===== src/rtl/imem_loader_pkg.sv =====
// Shared types and constants for the boot-time IMEM loader.
package imem_loader_pkg;

    typedef enum logic [2:0] {
        IDLE,
        LEN_LO,
        LEN_HI,
        DATA,
        CHECK,
        DONE,
        ERROR
    } state_t;

    localparam int LEN_W          = 16;
    localparam int BYTES_PER_WORD = 4;

endpackage


===== src/rtl/imem_loader_if.sv =====
// Byte-stream valid/ready channel feeding the loader.
interface imem_loader_if;
    logic       in_valid;
    logic [7:0] in_data;
    logic       in_ready;

    modport master (output in_valid, output in_data, input  in_ready);
    modport slave  (input  in_valid, input  in_data, output in_ready);
endinterface


===== src/rtl/imem_loader.sv =====
// Frame loader: length header, little-endian words into IMEM, XOR checksum;
// releases the CPU from reset only after a good frame.
module imem_loader
    import imem_loader_pkg::*;
#(
    parameter int ADDR_W = 8
) (
    input  logic                clk,
    input  logic                rst_n,
    input  logic                i_start,
    imem_loader_if.slave        i_stream,
    output logic                o_imem_we,
    output logic [ADDR_W-1:0]   o_imem_addr,
    output logic [31:0]         o_imem_wdata,
    output logic                o_cpu_rst_n,
    output logic                o_done,
    output logic                o_error,
    output logic [15:0]         o_words_loaded
);

    localparam logic [31:0] CAPACITY  = 32'd1 << ADDR_W;
    localparam logic [1:0]  LAST_BYTE = 2'(BYTES_PER_WORD - 1);

    state_t             r_state;
    state_t             w_next;
    logic               r_in_ready;
    logic [LEN_W-1:0]   r_len;
    logic [LEN_W-1:0]   r_word_idx;
    logic [1:0]         r_byte_cnt;
    logic [23:0]        r_shift;
    logic [7:0]         r_xor;
    logic               r_we;
    logic [ADDR_W-1:0]  r_addr;
    logic [31:0]        r_wdata;
    logic               r_cpu_rst_n;
    logic               r_done;
    logic               r_error;
    logic [15:0]        r_words_loaded;

    logic               w_accept;
    logic [LEN_W-1:0]   w_len_full;
    logic               w_last_word;

    // A start pulse in the same cycle as a valid byte wins; the byte is dropped.
    assign w_accept    = i_stream.in_valid && r_in_ready && !i_start;
    assign w_len_full  = {i_stream.in_data, r_len[7:0]};
    assign w_last_word = (r_byte_cnt == LAST_BYTE) && (r_word_idx == r_len - 16'd1);

    always_comb begin
        w_next = r_state;
        if (i_start) begin
            w_next = LEN_LO;
        end else begin
            case (r_state)
                LEN_LO: if (w_accept) w_next = LEN_HI;
                LEN_HI: begin
                    if (w_accept) begin
                        if (32'(w_len_full) > CAPACITY) w_next = ERROR;
                        else if (w_len_full == '0)      w_next = CHECK;
                        else                            w_next = DATA;
                    end
                end
                DATA:   if (w_accept && w_last_word) w_next = CHECK;
                CHECK: begin
                    if (w_accept) w_next = (i_stream.in_data == r_xor) ? DONE : ERROR;
                end
                default: w_next = r_state;
            endcase
        end
    end

    // Status outputs are registered from the next state so they track it exactly.
    always_ff @(posedge clk or negedge rst_n) begin
        if (!rst_n) begin
            r_state     <= IDLE;
            r_in_ready  <= 1'b0;
            r_done      <= 1'b0;
            r_error     <= 1'b0;
            r_cpu_rst_n <= 1'b0;
        end else begin
            r_state     <= w_next;
            r_in_ready  <= (w_next == LEN_LO) || (w_next == LEN_HI) ||
                           (w_next == DATA)   || (w_next == CHECK);
            r_done      <= (w_next == DONE);
            r_error     <= (w_next == ERROR);
            r_cpu_rst_n <= (w_next == DONE);
        end
    end

    always_ff @(posedge clk or negedge rst_n) begin
        if (!rst_n) begin
            r_len          <= '0;
            r_word_idx     <= '0;
            r_byte_cnt     <= '0;
            r_shift        <= '0;
            r_xor          <= '0;
            r_we           <= 1'b0;
            r_addr         <= '0;
            r_wdata        <= '0;
            r_words_loaded <= '0;
        end else begin
            r_we <= 1'b0;
            if (i_start) begin
                r_word_idx     <= '0;
                r_byte_cnt     <= '0;
                r_xor          <= '0;
                r_words_loaded <= '0;
            end else if (w_accept) begin
                case (r_state)
                    LEN_LO: r_len[7:0]  <= i_stream.in_data;
                    LEN_HI: r_len[15:8] <= i_stream.in_data;
                    DATA: begin
                        r_xor <= r_xor ^ i_stream.in_data;
                        if (r_byte_cnt == LAST_BYTE) begin
                            r_we           <= 1'b1;
                            r_addr         <= r_word_idx[ADDR_W-1:0];
                            r_wdata        <= {i_stream.in_data, r_shift};
                            r_word_idx     <= r_word_idx + 16'd1;
                            r_words_loaded <= r_words_loaded + 16'd1;
                            r_byte_cnt     <= '0;
                        end else begin
                            r_shift    <= {i_stream.in_data, r_shift[23:8]};
                            r_byte_cnt <= r_byte_cnt + 2'd1;
                        end
                    end
                    default: ;
                endcase
            end
        end
    end

    assign i_stream.in_ready = r_in_ready;
    assign o_imem_we         = r_we;
    assign o_imem_addr       = r_addr;
    assign o_imem_wdata      = r_wdata;
    assign o_cpu_rst_n       = r_cpu_rst_n;
    assign o_done            = r_done;
    assign o_error           = r_error;
    assign o_words_loaded    = r_words_loaded;

endmodule


===== src/flat_wrapper.sv =====
// flat-port wrapper written by rule: the top's interface ports become plain ports
module imem_loader_flat import imem_loader_pkg::*;
#(
    parameter int ADDR_W = 8
)
  (clk, rst_n, i_start, o_imem_we, o_imem_addr, o_imem_wdata, o_cpu_rst_n, o_done, o_error, o_words_loaded, i_stream_in_valid, i_stream_in_data, i_stream_in_ready);
  imem_loader_if i_stream_i ();
  input  logic clk;
  input  logic rst_n;
  input  logic i_start;
  output logic o_imem_we;
  output logic [ADDR_W-1:0] o_imem_addr;
  output logic [31:0] o_imem_wdata;
  output logic o_cpu_rst_n;
  output logic o_done;
  output logic o_error;
  output logic [15:0] o_words_loaded;
  input wire logic [$bits(i_stream_i.in_valid)-1:0] i_stream_in_valid;
  input wire logic [$bits(i_stream_i.in_data)-1:0] i_stream_in_data;
  output wire logic [$bits(i_stream_i.in_ready)-1:0] i_stream_in_ready;
  assign i_stream_i.in_valid = i_stream_in_valid;
  assign i_stream_i.in_data = i_stream_in_data;
  assign i_stream_in_ready = i_stream_i.in_ready;
  imem_loader #(.ADDR_W(ADDR_W)) u_core (.clk(clk), .rst_n(rst_n), .i_start(i_start), .i_stream(i_stream_i), .o_imem_we(o_imem_we), .o_imem_addr(o_imem_addr), .o_imem_wdata(o_imem_wdata), .o_cpu_rst_n(o_cpu_rst_n), .o_done(o_done), .o_error(o_error), .o_words_loaded(o_words_loaded));
endmodule

===== config.mk =====
export PLATFORM = sky130hd
export DESIGN_NAME = imem_loader_flat
export DESIGN_NICKNAME = d
export VERILOG_FILES = /design/src/rtl/imem_loader_pkg.sv /design/src/rtl/imem_loader_if.sv /design/src/rtl/imem_loader.sv /design/src/flat_wrapper.sv
export SDC_FILE = /design/constraint.sdc
export NUM_CORES = 1
export LEC_CHECK = 0
export BUFFER_PORTS_ARGS = -buffer_cell sky130_fd_sc_hd__buf_2
export CORE_AREA = 2 2 189 98
export CTS_BUF_LIST = sky130_fd_sc_hd__clkbuf_8
export CTS_CLUSTER_SIZE = 20
export DETAILED_ROUTE_END_ITERATION = 6
export DIE_AREA = 0 0 191 100
export SYNTH_ARGS = -nofsm -noshare
export SYNTH_HDL_FRONTEND = slang
export SYNTH_SLANG_ARGS = --single-unit

===== constraint.sdc =====
create_clock -name clk -period 3.7 [get_ports clk]
set_clock_uncertainty 0.15 [all_clocks]
set_input_delay 1.11 -clock clk [delete_from_list [all_inputs] [get_ports clk]]
set_output_delay 1.11 -clock clk [all_outputs]
set_load 0.005 [all_outputs]

# Yosys cells after proc, flatten, opt, wreduce, memory -nomap -nowiden
# Index checks and enable logic that the tools add are counted.
[classes]
n_addsub = 4
n_lt_le_gt_ge = 1
eq_ne = 13
n_mux = 28
bitwise = 3
n_reduce_logical = 18
[ops]
columns = ["op", "count"]
rows = [
  ["$mux 16", 8],
  ["$add 16x1->16 const B", 2],
  ["$mux 8", 3],
  ["$mux 3", 7],
  ["$eq 16x16->1", 1],
  ["$gt 16x9->1 const B", 1],
  ["$logic_not 16->1", 1],
  ["$sub 16x1->16 const B", 1],
  ["$eq 3x2->1 const B", 4],
  ["$eq 3x3->1 const B", 4],
  ["$pmux 3 s4", 1],
  ["$mux 2", 5],
  ["$reduce_and 3->1", 3],
  ["$eq 8x8->1", 1],
  ["$reduce_and 4->1", 2],
  ["$xor 8x8->8", 1],
  ["$eq 3x1->1 const B", 2],
  ["$reduce_bool 2->1", 3],
  ["$logic_and 1x1->1", 4],
  ["$mux 1", 4],
  ["$logic_or 1x1->1", 3],
  ["$add 2x1->2 const B", 1],
  ["$eq 2x2->1 const B", 1],
  ["$not 1->1", 2],
  ["2 further kinds", 2],
]
[totals]
reg_bits = 129
in_bits = 12
word_cells = 81

# Depth between registers and ports, before layout
# Gate-level depths: netlist of the first run.
[depth]
depth_word = 11
ltp_mapped = 10
depth_no_buf = 9

# Worst setup path after synthesis of the first run
# Ideal clock, no wire load.
[synth_path]
kind = "input to register"
startpoint = "in i_stream_in_data[0]"
endpoint = "reg u_core.r_in_ready (netlist: u_core.i_stream.in_ready)"
setup_ns = 0.124
t_arrival_ns = 2.712
required_time_ns = 3.426
slack_ns = 0.714
stages = 7
cell_sequence = "clkbuf_1 -> xor2_1 -> nor4_1 -> a41oi_1 -> and2_1 -> or3b_2 -> o31a_1"
[synth_via]
elab_chain_cells = 10
elab_cells_between_ends = 17
cone_classes = "order compare: 1; eq/ne: 5; mux: 7; reduce/logical: 4"
[synth_lines]
columns = ["item", "line_no", "text"]
rows = [
  ["start: declaration", "flat_wrapper.sv:19", "input wire logic [$bits(i_stream_i.in_data)-1:0] i_stream_in_data;"],
  ["parallel branches: the longest is 4 deep, another holds $gt 16x9->1", "-", ""],
  ["$pmux 3 s4 (*)", "imem_loader.sv:54", "case (r_state)"],
  ["$mux 3 (*)", "imem_loader.sv:51", "if (i_start) begin"],
  ["$eq 3x1->1 or $eq 3x2->1 (tied branches)", "imem_loader.sv:82", "r_in_ready <= (w_next == LEN_LO) || (w_next == LEN_HI) ||"],
  ["$logic_or 1x1->1 (2 in series)", "imem_loader.sv:82", ""],
  ["$logic_or 1x1->1 (*)", "imem_loader.sv:83", "(w_next == DATA) || (w_next == CHECK);"],
  ["end signal: assignment", "imem_loader.sv:82", ""],
  ["end: declaration", "imem_loader.sv:26", "logic r_in_ready;"],
]
# Mark *: on every way between the ends.
# A chain may end at the register's enable or synchronous reset.

# Worst setup path after layout of the first run
[layout_path]
startpoint = "reg u_core.r_len[0]"
endpoint = "reg u_core.r_in_ready (netlist: u_core.i_stream.in_ready)"
[layout_via]
elab_chain_cells = 11
elab_cells_between_ends = 19
cone_classes = "add/sub: 1; order compare: 1; eq/ne: 5; mux: 6; reduce/logical: 6"
[layout_lines]
columns = ["item", "line_no", "text"]
rows = [
  ["start: declaration", "imem_loader.sv:27", "logic [LEN_W-1:0] r_len;"],
  ["start signal: assignment", "imem_loader.sv:110", "LEN_LO: r_len[7:0] <= i_stream.in_data;"],
  ["$sub 16x1->16", "imem_loader.sv:47", "assign w_last_word = (r_byte_cnt == LAST_BYTE) && (r_word_idx == r_len - 16'd1);"],
  ["$eq 16x16->1", "imem_loader.sv:47", ""],
  ["$logic_and 1x1->1", "imem_loader.sv:47", ""],
  ["$logic_and 1x1->1", "imem_loader.sv:63", "DATA: if (w_accept && w_last_word) w_next = CHECK;"],
  ["$mux 3", "imem_loader.sv:63", ""],
  ["$pmux 3 s4 (*)", "imem_loader.sv:54", ""],
  ["$mux 3 (*)", "imem_loader.sv:51", ""],
  ["$eq 3x1->1 or $eq 3x2->1 (tied branches)", "imem_loader.sv:82", ""],
  ["$logic_or 1x1->1 (2 in series)", "imem_loader.sv:82", ""],
  ["$logic_or 1x1->1 (*)", "imem_loader.sv:83", ""],
]
# Mark *: on every way between the ends. The rest lies on a longest branch, timed or not.

==> results of run 1 <==
-- kinds of logic after synthesis --
logic type      Yosys count  synth area share (%)
flops                   129                  53.8
compound gates           38                  4.71
fa+ha+maj                 4                 0.834
mux                      84                  15.7
xor+xnor                 61                  8.91
buf+inv                  32                  2.13
simple gates            160                  13.9
-- flip-flops by register name, summed over array words and instances (netlist names) --
name                      cells
u_core.r_word_idx            16
u_core.r_xor                  8
u_core.r_shift               24
u_core.o_imem_wdata          32
u_core.r_state                3
u_core.o_imem_addr            8
u_core.o_imem_we              1
u_core.i_stream.in_ready      1
u_core.r_byte_cnt             2
u_core.o_words_loaded        16
u_core.o_cpu_rst_n            1
u_core.o_error                1
u_core.r_len                 16
-- worst reg2reg max path: cells and delay by family (launching register included) --
family	cells	cell delay [ns]
adders and majority gates	1	0.20
buffers and inverters	1	0.08
and+or+nand+nor	2	0.85
AOI/OAI and AO/OA	5	1.47
DFF	1	0.44
-- worst min-delay path by stage --
| stage | from | to | cells past startpoint |
|---|---|---|---|
| after floorplan | u_core.r_shift[0] | u_core.r_shift[0] | 1 |
| after global placement | u_core.o_imem_wdata[4] | u_core.o_imem_wdata[4] | 1 |
| after detailed placement | u_core.o_imem_wdata[15] | u_core.o_imem_wdata[15] | 1 |
| after CTS | u_core.o_imem_wdata[15] | u_core.o_imem_wdata[15] | 1 |
| after global routing | u_core.o_imem_addr[7] | u_core.o_imem_addr[7] | 1 |
| final | u_core.o_imem_wdata[15] | u_core.o_imem_wdata[15] | 1 |
-- per-stage QoR --
step	instances	hold WS (ns)	setup WS (ns)	utilization (%)	cell area, um2
3_3_place_gp	805	0.334	0.486	37.6	6670
4_1_cts	837	0.359	0.446	39.6	7030
5_1_grt	837	0.373	0.240	39.6	7030
6_report	837	0.354	0.417	39.6	7030
2_1_floorplan	508	0.325	0.714	-	6000
3_5_place_dp	805	0.340	0.372	37.6	6670
-- cell usage in the layout (no fill, tap or decap), types with 2 or more instances in the layout --
master      count
clkinv_2        2
clkinv_4        4
ha_1            4
and3_1          6
and2_1          2
nor3_1          7
nand3_1        11
buf_2          71
xnor2_1        20
nand4_1        14
nor4b_1         3
nor2b_1         6
nand3b_1        3
o21ai_0         8
o31a_1          4
xor2_1         41
clkinvlp_4      5
inv_6           3
a211oi_1        2
a22o_1          2
dfrtp_1       129
or3b_2          3
and3b_1         3
nor3b_1         3
nor2_1         52
or3_1           3
nor4_1          5
mux2_2         83
clkbuf_8       18
buf_4          13
inv_1           4
o21bai_1        2
nand2_1        31
a21oi_1         9
-- where the power goes --
group	internal (mW)	switching (mW)
Clock	0.487	0.613
Sequential	1.65	0.258
Combinational	0.451	0.446
Total	2.58	1.32
-- layout make-up --
type / count / area share, %
Multi-Input combinational cell: 347 / 37.8
Inverter: 4 / 0.214
Timing Repair Buffer: 85 / 6.73
Tap cell: 240 / 4.27
Clock inverter: 14 / 1.55
Clock buffer: 18 / 3.53
Sequential cell: 129 / 45.9
-- per-layer routing --
| metal | part of all wire, % | GRT usage (%) | vias up | wire length, um |
|---|---|---|---|---|
| met5 | 0 | 0 | - | 0 |
| met4 | 0.94 | 5.01 | 0 | 133 |
| met3 | 5.9 | 3.95 | 11 | 835 |
| met2 | 39 | 20.4 | 118 | 5570 |
| met1 | 54 | 24.8 | 2126 | 7590 |
| li1 | - | - | 1931 | - |
==> flow_metrics.env, run 1 <==
export IMPL_status="finished, final reports clean"
export IMPL_maxCapViolCount=0
export IMPL_p_per_area_mw_per_mm2=555
export IMPL_timing_final_crit_period_ns=3.28
export IMPL_critPathTopFamily="compound AO/OA/AOI/OAI gates"
export IMPL_drc=0
export IMPL_die_x_um=191
export IMPL_die_h_um=100
export IMPL_hold_viol=0
export IMPL_antenna_cells=0
export IMPL_hold_class="register to register"
export IMPL_gp_congestion=0.894
export IMPL_dp_hpwl_mm=10.1
export IMPL_synth_top_area_cell="dfrtp_1"
export IMPL_synth_top_cell_area_share_pct=53.8
export IMPL_crit_arrival_ns=3.46
export IMPL_clk_pin_slew_ns=0.08
export IMPL_crit_path_end_kind="register"
export IMPL_netlist_top_cells_count="129 x dfrtp_1, 83 x mux2_2, 52 x nor2_1"
export IMPL_synth_cell_types=49
export IMPL_clkSinkCount=129
export IMPL_critPathLaunch="u_core.r_len[0]"
export IMPL_mappedNetlistArea_mm2=0.00600
export IMPL_total_power_mw=3.90
export IMPL_finalWirelength_mm=14.1
export IMPL_antenna_found_initial=1
export IMPL_core_area_mm2=0.0177
export IMPL_port_buffers=72
export IMPL_clk_latency_ns=0.44
export IMPL_fin_nets=600
export IMPL_ys_seq_elements=129
export IMPL_dieArea_mm2=0.0191
export IMPL_synth_area_leaders="dfrtp_1 54%, mux2_2 16%, xor2_1 6.0%, nor2_1 3.3%, xnor2_1 2.9%"
export IMPL_cts_htree_levels=4
export IMPL_cts_root_buf="clkbuf_8"
export IMPL_synth_edf_count=0
export IMPL_path_depth=9
export IMPL_synth_area_per_cell_um2=11.8
export IMPL_async_reset_ff_share_pct=100
export IMPL_vias_per_cell=5.00
export IMPL_rsz0062_at_grt="no"
export IMPL_worst_r2r_endpoint="u_core.i_stream.in_ready"
export IMPL_post_cts_buffers=0
export IMPL_vdd_drop_max_mv=0.278
export IMPL_synth_cells=508
export IMPL_cts_buffers=17
export IMPL_cts_buffer_depth=2
export IMPL_synthToLayoutAreaGrowth_pct=17.1
export IMPL_ctsResizeCount=0
export IMPL_grt_first_pass_wirelength_mm=22.8
export IMPL_grt_remaining_overflow=0
export IMPL_critPathMaxFanout=6
export IMPL_crit_path_end="u_core.i_stream.in_ready"
export IMPL_grt_pass1_vias=4121
export IMPL_ctsHoldBuffers=0
export IMPL_start_kind="register"
export IMPL_finalCritPeriodShare_pct=88.7
export IMPL_fp_row_count=35
export IMPL_maxSlewHeadroom_pct=49.4
export IMPL_maxSlewViolCount=0
export IMPL_drive_above_1_share_pct=35.3
export IMPL_path_cells="inv_1 > ha_1 > nor3b_1 > a21oi_1 > nand3b_1 > a221o_1 > a2111o_1 > o31a_1 > o31a_1"
export IMPL_synth_warnings=0
export IMPL_path_buf_inv=1
export IMPL_multiInputGateArea_mm2=0.00265
export IMPL_grt_max_degree=67
export IMPL_tns_ns=0
export IMPL_yosysMostFrequentCell="dfrtp_1"
export IMPL_power_leakage_nw=3.35
export IMPL_cp_required_ns=3.87
export IMPL_fmax_mhz=305
export IMPL_ant_nets=0
export IMPL_fillers=1711
export IMPL_vias=4186
export IMPL_ys_seq_area_share_pct=53.8
export IMPL_r2r_setup_slack_ns=0.42
export IMPL_drt_iter0_markers=362
export IMPL_regArea_mm2=0.00323
export IMPL_syn_num_nets=524
export IMPL_first_pass_iters=5
export IMPL_reg2reg_depth=9
export IMPL_setup_viol=0
export IMPL_r2r_start="u_core.r_len[0]"
export IMPL_grt_util_all_layers_pct=15.7
export IMPL_worst_pin_slew_ns=0.758
export IMPL_io_pins=73
export IMPL_tritoncts="built"
export IMPL_ys_flop_type="dfrtp_1"
export IMPL_route_detailed_wl_per_inst_um=16.9
export IMPL_initial_core_util_pct=33.8
export IMPL_crit_top_cell="o31a_1"
export IMPL_max_stage_delay_ns=0.65
export IMPL_worst_path_max_delay_cell="nor3b_1"
export IMPL_critPathKind="register to register"
Power figures use the tool's default switching activity.
==> inputs of run 2 (changes only) <==
- BUFFER_PORTS_ARGS: -buffer_cell sky130_fd_sc_hd__buf_2 -> unset
- CELL_PAD_IN_SITES_DETAIL_PLACEMENT: unset -> 0
- CELL_PAD_IN_SITES_GLOBAL_PLACEMENT: unset -> 1
- DONT_BUFFER_PORTS: unset -> 1
- PLACE_DENSITY_LB_ADDON: unset -> 0.1
==> run 2 against run 1 <==
Wire length rose by 0.97%; power rose by 7.3%; hold slack got worse by 0.13 ns; clock power rose by 34%; via count fell by 10%; sequential power barely moved; sequential share of layout area rose by 2.2 points; core utilization fell by 1.8 points; setup slack got worse by 0.035 ns; fmax fell by 1.1%; combinational power fell by 10%; largest cell class unchanged; highest routed layer unchanged.
==> flow_metrics.env, run 2 (same netlist as run 1, synthesis figures left out) <==
export IMPL_port_buffers=0
export IMPL_core_area_mm2=0.0177
export IMPL_cts_buffer_depth=2
export IMPL_fillers=1720
export IMPL_clkSinkCount=129
export IMPL_finalWirelength_mm=14.3
export IMPL_cts_htree_levels=4
export IMPL_place_ws_ns=0.448
export IMPL_p_per_area_mw_per_mm2=624
export IMPL_ctsResizeCount=0
export IMPL_grt_first_pass_wirelength_mm=22.7
export IMPL_cts_buffers=17
export IMPL_cp_required_ns=3.87
export IMPL_route_detailed_wl_per_inst_um=18.9
export IMPL_grt_util_all_layers_pct=15.9
export IMPL_worst_pin_slew_ns=0.930
export IMPL_p_clk_share_pct=35.1
export IMPL_p_int_mw=2.96
export IMPL_crit_top_cell="o31a_1"
export IMPL_layout_common_cells="129 x dfrtp_1, 83 x mux2_2, 52 x nor2_1, 41 x xor2_1, 31 x nand2_1"
export IMPL_path_buf_inv=1
export IMPL_antenna_found_initial=0
export IMPL_fin_nets=519
export IMPL_antenna_cells=0
export IMPL_clk_pin_slew_ns=0.08
export IMPL_dieArea_mm2=0.0191
export IMPL_status="finished, final reports clean"
export IMPL_drive_above_1_share_pct=24.9
export IMPL_setup_viol=0
export IMPL_tritoncts="built"
export IMPL_worst_path_max_delay_cell="nor3b_1"
export IMPL_vias_per_cell=4.98
export IMPL_whs_ns=0.221
export IMPL_io_pins=73
export IMPL_p_sw_share_pct=29.3
export IMPL_start_kind="register"
export IMPL_clk_latency_ns=0.43
export IMPL_die_x_um=191
export IMPL_initial_core_util_pct=33.8
export IMPL_seq_power_share_pct=45.7
export IMPL_p_sw_mw=1.23
export IMPL_post_route_util_pct=37.8
export IMPL_dp_hpwl_mm=9.70
export IMPL_fp_row_count=35
export IMPL_placed_cells=724
export IMPL_tns_ns=0
export IMPL_maxSlewViolCount=0
export IMPL_place_area_mm2=0.00623
export IMPL_timing_final_crit_period_ns=3.32
export IMPL_first_pass_iters=4
export IMPL_path_cells="inv_1 > ha_1 > nor3b_1 > a21oi_1 > nand3b_1 > a221o_1 > a2111o_1 > o31a_1 > o31a_1"
export IMPL_final_cells=755
export IMPL_layout_commonest_cell="dfrtp_1"
export IMPL_vias=3757
export IMPL_stdcell_area_mm2=0.00671
export IMPL_drt_iter0_markers=160
export IMPL_grt_max_degree=130
export IMPL_critPathMaxFanout=6
export IMPL_ant_nets=0
export IMPL_grt_remaining_overflow=0
export IMPL_die_h_um=100
export IMPL_hold_class="primary input to asynchronous set/reset pin"
export IMPL_drc=0
export IMPL_post_cts_buffers=0
export IMPL_crit_arrival_ns=3.49
export IMPL_combPwrFrac_pct=19.2
export IMPL_hold_viol=0
export IMPL_rsz0062_at_grt="no"
export IMPL_maxCapViolCount=0
export IMPL_critPathKind="register to register"
export IMPL_finalCritPeriodShare_pct=89.7
export IMPL_gp_congestion=0.845
export IMPL_grt_pass1_vias=3865
export IMPL_max_stage_delay_ns=0.77
export IMPL_total_power_mw=4.19
export IMPL_critPathTopFamily="compound AO/OA/AOI/OAI gates"
export IMPL_cts_root_buf="clkbuf_8"
export IMPL_fin_ws_ns=0.381
export IMPL_maxSlewHeadroom_pct=37.8
export IMPL_crit_path_end_kind="register"
export IMPL_vdd_drop_max_mv=0.247
export IMPL_largest_reg_flops=32
export IMPL_synthToLayoutAreaGrowth_pct=11.8
export IMPL_power_leakage_nw=2.99
export IMPL_ctsHoldBuffers=0
export IMPL_fmax_mhz=301
-- run 2: changes by cell type in the layout (fill, tap and decap cells not counted), moves of 2 or more --
cell / previous run / this run
clkinvlp_4: 5 / 1
buf_4: 13 / 4
inv_6: 3 / 1
clkinv_2: 2 / 0
buf_2: 71 / 0
bufinv_16: 0 / 6
-- run 2: path summary, 6_finish.rpt --
path | cells past startpoint | endpoint | slack (ns) | from
max reg2reg | 9 | u_core.i_stream.in_ready | 0.38 | u_core.r_len[0]
min reg2reg | 1 | u_core.o_imem_wdata[5] | 0.36 | u_core.r_shift[5]
min in group clk | 1 | u_core.o_imem_wdata[5] | 0.36 | u_core.r_shift[5]
min | 0 | u_core.o_words_loaded[4] | 0.22 | rst_n
max | 9 | u_core.i_stream.in_ready | 0.38 | u_core.r_len[0]
max in group asynchronous | 0 | u_core.o_imem_wdata[26] | 2.85 | rst_n
-- run 2: layout make-up --
type	instances	area, um2	area share (%)
clock buffers	18	248	3.69
clock inverters	13	235	3.51
inverters	4	15.0	0.224
multi-input cells	347	2650	39.5
flip-flops and latches	129	3230	48.1
well taps	240	300	4.48
repair buffers	4	30.0	0.448
-- run 2: worst register-to-register path: stages (launching register included) --
cell      delay (ns)
dfrtp_1         0.43
inv_1           0.07
ha_1            0.18
nor3b_1         0.77
a21oi_1         0.15
nand3b_1        0.21
a221o_1         0.33
a2111o_1        0.30
o31a_1          0.33
o31a_1          0.30
-- run 2: metal layers --
layer	track usage [%]	routed length, um
met3	4.44	607
met2	20.7	5720
met1	24.8	7840
met5	0	0
met4	5.13	96
-- run 2: power groups by stage --
stage | Clock, mW | Sequential [mW] | Combinational (mW)
floorplan | 0 | 1.82 | 0.711
global placement | 0 | 1.93 | 0.790
detailed placement | 0 | 1.94 | 0.793
CTS | 1.52 | 1.91 | 0.800
global route | 1.59 | 1.96 | 0.889
finish | 1.47 | 1.91 | 0.804
